--- src/rtl/fetch_stage.sv ---
// Instruction-fetch front end: owns the PC, drives a synchronous instruction memory,
// buffers returned words and hands {pc, pc+4, inst} to decode. Optional counters: FETCH_PERF_CNT_EN.
module fetch_stage #(
  parameter int                DBITS               = 32,
  parameter logic [DBITS-1:0]  START_PC            = 32'h40,
  parameter int                INST_SIZE           = 4,
  parameter int                IMEM_ADDR_BIT_WIDTH = 11,
  parameter int                QDEPTH              = 2
) (
  input  logic                           clk,
  input  logic                           reset_n,
  output logic [IMEM_ADDR_BIT_WIDTH-1:0] imem_addr,
  input  logic [31:0]                    imem_rdata,
  input  logic                           redirect_valid,
  input  logic [DBITS-1:0]               redirect_pc,
  input  logic                           dec_ready,
  output logic                           if_valid,
  output logic [DBITS-1:0]               if_pc,
  output logic [DBITS-1:0]               if_pc_plus4,
  output logic [31:0]                    if_inst
`ifdef FETCH_PERF_CNT_EN
  ,
  output logic [31:0]                    fetch_count,
  output logic [31:0]                    bubble_count
`endif
);

  localparam int PW = (QDEPTH > 1) ? $clog2(QDEPTH) : 1;
  localparam int CW = $clog2(QDEPTH + 1);

  logic [DBITS-1:0] pc;
  logic [DBITS-1:0] inflight_pc;
  logic             inflight;

  logic [DBITS-1:0] q_pc   [QDEPTH];
  logic [31:0]      q_inst [QDEPTH];
  logic [PW-1:0]    head;
  logic [PW-1:0]    tail;
  logic [CW-1:0]    count;

  logic             has_head;
  logic             pop;
  logic             issue;
  logic [CW:0]      occ_after;

  function automatic logic [PW-1:0] next_ptr(input logic [PW-1:0] p);
    return (p == PW'(QDEPTH - 1)) ? '0 : p + PW'(1);
  endfunction

  // Handshake: a transfer happens on a cycle where if_valid and dec_ready are both high;
  // while if_valid is high and dec_ready low the payload is held; a redirect masks if_valid.
  assign has_head    = (count != '0);
  assign if_valid    = has_head & ~redirect_valid;
  assign pop         = if_valid & dec_ready;
  assign if_pc       = has_head ? q_pc[head] : '0;
  assign if_pc_plus4 = has_head ? (q_pc[head] + DBITS'(INST_SIZE)) : '0;
  assign if_inst     = has_head ? q_inst[head] : '0;
  assign imem_addr   = pc[IMEM_ADDR_BIT_WIDTH+1:2];

  // Occupancy after this cycle's pop, counting the response still in flight; issuing
  // only below QDEPTH guarantees every returned word has a free slot.
  assign occ_after = {1'b0, count} + {{CW{1'b0}}, inflight} - {{CW{1'b0}}, pop};
  assign issue     = (occ_after < (CW+1)'(QDEPTH)) & ~redirect_valid;

  always_ff @(posedge clk or negedge reset_n) begin
    if (!reset_n) begin
      pc          <= START_PC;
      inflight_pc <= '0;
      inflight    <= 1'b0;
      head        <= '0;
      tail        <= '0;
      count       <= '0;
      for (int i = 0; i < QDEPTH; i++) begin
        q_pc[i]   <= '0;
        q_inst[i] <= '0;
      end
    end else if (redirect_valid) begin
      // Flush everything, including the response for the outstanding wrong-path address.
      pc       <= redirect_pc & ~DBITS'(3);
      inflight <= 1'b0;
      head     <= '0;
      tail     <= '0;
      count    <= '0;
    end else begin
      if (inflight) begin
        q_pc[tail]   <= inflight_pc;
        q_inst[tail] <= imem_rdata;
        tail         <= next_ptr(tail);
      end
      if (pop) begin
        head <= next_ptr(head);
      end
      count    <= count + CW'(inflight) - CW'(pop);
      inflight <= issue;
      if (issue) begin
        inflight_pc <= pc;
        pc          <= pc + DBITS'(INST_SIZE);
      end
    end
  end

`ifdef FETCH_PERF_CNT_EN
  always_ff @(posedge clk or negedge reset_n) begin
    if (!reset_n) begin
      fetch_count  <= '0;
      bubble_count <= '0;
    end else begin
      if (pop && (fetch_count != '1)) begin
        fetch_count <= fetch_count + 32'd1;
      end
      if (dec_ready && !if_valid && !redirect_valid && (bubble_count != '1)) begin
        bubble_count <= bubble_count + 32'd1;
      end
    end
  end
`endif

endmodule

--- config.mk ---
export PLATFORM = sky130hd
export DESIGN_NAME = fetch_stage
export DESIGN_NICKNAME = d
export VERILOG_FILES = /design/src/rtl/fetch_stage.sv
export SDC_FILE = /design/constraint.sdc
export NUM_CORES = 1
export LEC_CHECK = 0
export BUFFER_PORTS_ARGS = -buffer_cell sky130_fd_sc_hd__clkbuf_2
export CAP_MARGIN = 30
export CORE_MARGIN = 2
export CORE_UTILIZATION = 55
export CTS_BUF_LIST = sky130_fd_sc_hd__clkbuf_8
export DETAILED_ROUTE_END_ITERATION = 6
export PLACE_DENSITY_LB_ADDON = 0.05
export SYNTH_ARGS = -nofsm -noshare
export SYNTH_HDL_FRONTEND = slang
export SYNTH_SLANG_ARGS = --single-unit
export TNS_END_PERCENT = 10
--- constraint.sdc ---
create_clock -name clk -period 7.4 [get_ports clk]
set_clock_uncertainty 0.15 [all_clocks]
set_input_delay 1.11 -clock clk [delete_from_list [all_inputs] [get_ports clk]]
set_output_delay 1.11 -clock clk [all_outputs]
set_load 0.02 [all_outputs]
==> flow_metrics.tcl <==
set metrics [dict create \
    run_status "finished, final reports clean" \
    timing.critical_path.from "head" \
    final.period_utilization_pct 68.70 \
    syn-instance-count 862 \
    timing.final.ws_setup_ns 2.316 \
    postPlaceCellArea_um2 10600 \
    ys_async_sr_fraction_pct 100.0 \
    hold_buffers 0 \
    synth.area.mux_share_pct 24.26 \
    drt.antenna.violating_nets 0 \
    post_synth.cell_area_avg_um2 11.23 \
    final_layout_size_suffix_gt1_share_pct 37.87 \
    post_synth_and_or_nand_nor_area_fraction_pct 13.36 \
    holdCritPathClass "flop to flop" \
    drt-total-wl_um 21180 \
    dominantRegCellSynth "sky130_fd_sc_hd__dfrtp_1" \
    ant_cells 0 \
    drt_pre_antenna_iters 5 \
    ctsResizeCount 0 \
    mostFrequentLayoutCells "sky130_fd_sc_hd__dfrtp_1, sky130_fd_sc_hd__clkbuf_2, sky130_fd_sc_hd__mux2_2" \
    total_negative_slack_ns 0 \
    first_global_vias 6696 \
    die_x_um 136.7 \
    fmaxAchievable_mhz 196.7 \
    slew_violations 0 \
    yosys.area_share.xor_xnor_pct 3.889 \
    remaining_drc_errors 0 \
    signal_arrival_time_at_the_worst_endpoint_ns 3.82 \
    worst_r2r_endpoint "pc[31]" \
    clkSlewWorstSetupHoldPaths_ns 0.10 \
    filler_cell_count 1456 \
    crit_path_kind "flop to output pin" \
    yosysWarnings 0 \
    post_cts_buffers 0 \
    crit_chain "buf_4 > nand4_1 > o22ai_1 > nand4_1 > o31a_1 > nor3_1 > clkbuf_2" \
    drt_first_iter_violations 326 \
    cp_common_cell "sky130_fd_sc_hd__nand4_1" \
    fp.dieH_um 136.7 \
    clock_buffer_count_from_cts 17 \
    crit_required_ns 6.14 \
    yosys.cell_types.count 50 \
    tritoncts "yes" \
    synth_seq_area_share_pct 48.85 \
    tightest_slew_ns 0.9200 \
    hold_ws_ns 0.3580 \
    layout.cell_area.non_filler_um2 11030 \
    setup.worst_path.end "if_pc_plus4[27]" \
    rsz0062_at_grt "no" \
    detail_route.wl_per_cell_um 17.09 \
    final_common_cell "sky130_fd_sc_hd__dfrtp_1" \
    cts_htree_levels 4 \
    max_stage_delay_ns 0.90 \
    critical_path.max_fanout 50 \
    path_depth 7 \
    syn_to_final_growth_pct 13.86 \
    route.detailed.vias_per_inst 5.559 \
    grt_antenna_before_repair 0 \
    edff_count_synth 0 \
    maxCapViolations 0 \
    dr_total_vias 6888 \
    io-pin-count 176 \
    fp.dieArea_um2 18690 \
    dp_slack_ns 2.585 \
    cts_root_buffer "sky130_fd_sc_hd__clkbuf_8" \
    dpl.hpwl_um 14480 \
    power.static_leakage_nw 4.872 \
    vdd.ir_drop.worst_mv 0.2841 \
    timing.critical_path.to_type "output pin" \
    buffer_ports.inserted 169 \
    reg2regPathDepth 12 \
    largest_family_of_logic_cells_by_synthesized_area "multiplexers" \
    globalRoute.totalOverflow 0 \
    yosys.area_share.adder_pct 0.7235 \
    fin_nets 1074 \
    power.density_cell_area_nw_per_um2 422.9 \
    crit_buf_inv 2 \
    place_congestion 0.8076 \
    clkSinkCount 189 \
    cp_slowest_cell "sky130_fd_sc_hd__dfrtp_4" \
    grt_util_all_layers_pct 23.40 \
    max-clock-path-buffers 2 \
    period_needed_ns 5.084 \
    critical_path.reg2reg.startpoint "count[1]" \
    floorplan.rows 48 \
    timing.critical_path.from_type "flop" \
    grt_first_pass_wirelength_um 33890 \
    core_um2 17240 \
    synth_compound_gate_area_share_pct 5.078 \
    path_delay_family "flip-flops" \
    register_bit_count_reported_by_yosys 189 \
    floorplan.initialDensity_pct 56.18 \
    grt_start_max_net_pins 83 \
    setup_viol_count_final 0 \
    worstSkewPairLatency_ns 0.47 \
    setup_slack_on_the_worst_flop_to_flop_path_ns 3.76 \
    max-slew-margin-rel_pct 38.67 \
    final-hold-violation-count 0 \
    synth_area_um2 9684 \
]
-- Yosys cell counts, types with 2 or more instances --
cell type / instances / area share (%)
sky130_fd_sc_hd__a21oi_1: 9 / 0.47
sky130_fd_sc_hd__a31oi_1: 4 / 0.26
sky130_fd_sc_hd__a32o_1: 3 / 0.31
sky130_fd_sc_hd__and2_1: 5 / 0.32
sky130_fd_sc_hd__and3_2: 2 / 0.15
sky130_fd_sc_hd__and4_1: 6 / 0.54
sky130_fd_sc_hd__buf_1: 9 / 0.35
sky130_fd_sc_hd__buf_2: 9 / 0.47
sky130_fd_sc_hd__buf_4: 16 / 1.2
sky130_fd_sc_hd__buf_6: 3 / 0.35
sky130_fd_sc_hd__clkbuf_1: 23 / 0.89
sky130_fd_sc_hd__dfrtp_1: 188 / 49
sky130_fd_sc_hd__ha_1: 4 / 0.52
sky130_fd_sc_hd__inv_1: 13 / 0.50
sky130_fd_sc_hd__mux2_2: 158 / 18
sky130_fd_sc_hd__mux2i_1: 57 / 5.9
sky130_fd_sc_hd__nand2_1: 66 / 2.6
sky130_fd_sc_hd__nand2b_1: 3 / 0.19
sky130_fd_sc_hd__nand3_1: 29 / 1.5
sky130_fd_sc_hd__nand3_4: 2 / 0.36
sky130_fd_sc_hd__nand3b_1: 4 / 0.31
sky130_fd_sc_hd__nand4_1: 10 / 0.65
sky130_fd_sc_hd__nand4b_1: 3 / 0.27
sky130_fd_sc_hd__nor2_1: 85 / 3.3
sky130_fd_sc_hd__nor2b_1: 11 / 0.71
sky130_fd_sc_hd__nor3_1: 10 / 0.52
sky130_fd_sc_hd__nor4_1: 13 / 0.84
sky130_fd_sc_hd__nor4_2: 2 / 0.26
sky130_fd_sc_hd__o21ai_0: 40 / 2.1
sky130_fd_sc_hd__o22ai_1: 2 / 0.13
sky130_fd_sc_hd__o31a_1: 4 / 0.36
sky130_fd_sc_hd__o31ai_1: 8 / 0.62
sky130_fd_sc_hd__or3_1: 3 / 0.19
sky130_fd_sc_hd__xnor2_1: 28 / 2.5
sky130_fd_sc_hd__xor2_1: 15 / 1.4
-- flip-flops by register name, summed over array words and instances, names as in the netlist --
name and flops:
count 2, head 1, inflight 1, inflight_pc 30, pc 30, q_inst 64
q_pc 60, tail 1
-- report_power, final --
| part | switching (mW) | internal, mW |
|---|---|---|
| clock network | 0.378 | 0.350 |
| registers | 0.366 | 1.48 |
| logic | 1.16 | 0.933 |
| total | 1.90 | 2.76 |
-- layer usage --
layer  part of all wire (%)  GRT usage (%)
met1                     44          30.14
met2                     49          39.89
met3                    4.9          5.333
met4                    1.5          6.192
met5                      0              0
-- worst min-delay path by stage --
stage / from / end / slack, ns / depth (start not counted)
floorplan: inflight_pc[20] / q_pc[52] / 0.31 / 2
global placement: q_inst[17] / q_inst[17] / 0.34 / 1
detailed placement: q_inst[28] / q_inst[28] / 0.34 / 1
CTS: q_inst[28] / q_inst[28] / 0.36 / 1
global route: q_inst[7] / q_inst[7] / 0.37 / 1
finish: q_inst[7] / q_inst[7] / 0.36 / 1
-- cell families (layout without fill, tap and decap cells) --
family / Yosys count / in the layout
AOI/OAI and AO/OA: 77 / 77
xor gates and xnor gates: 43 / 43
adders and majority gates: 5 / 5
buffers and inverters: 73 / 222
DFF: 189 / 189
muxes: 215 / 215
other: 1 / 4
and+or+nand+nor: 259 / 259
-- through the flow --
stage / utilization, % / power, mW / cells
3_3_place_gp: 61.48 / 3.928 / 1207
6_report: 63.97 / 4.664 / 1239
3_5_place_dp: 61.48 / 3.977 / 1207
4_1_cts: 63.97 / 4.710 / 1239
5_1_grt: 63.97 / 4.997 / 1239
2_1_floorplan: - / 3.378 / 865
-- layout make-up --
type,count,area (µm²),area share (%)
clock buffers,18,247.7,2.247
clock inverters,14,182.7,1.657
inverters,13,48.80,0.4425
multi-input cells,603,4619,41.89
flip-flops and latches,189,4735,42.94
well taps,225,281.5,2.553
repair buffers,177,912.1,8.272
(Power assumes the default switching activity.)
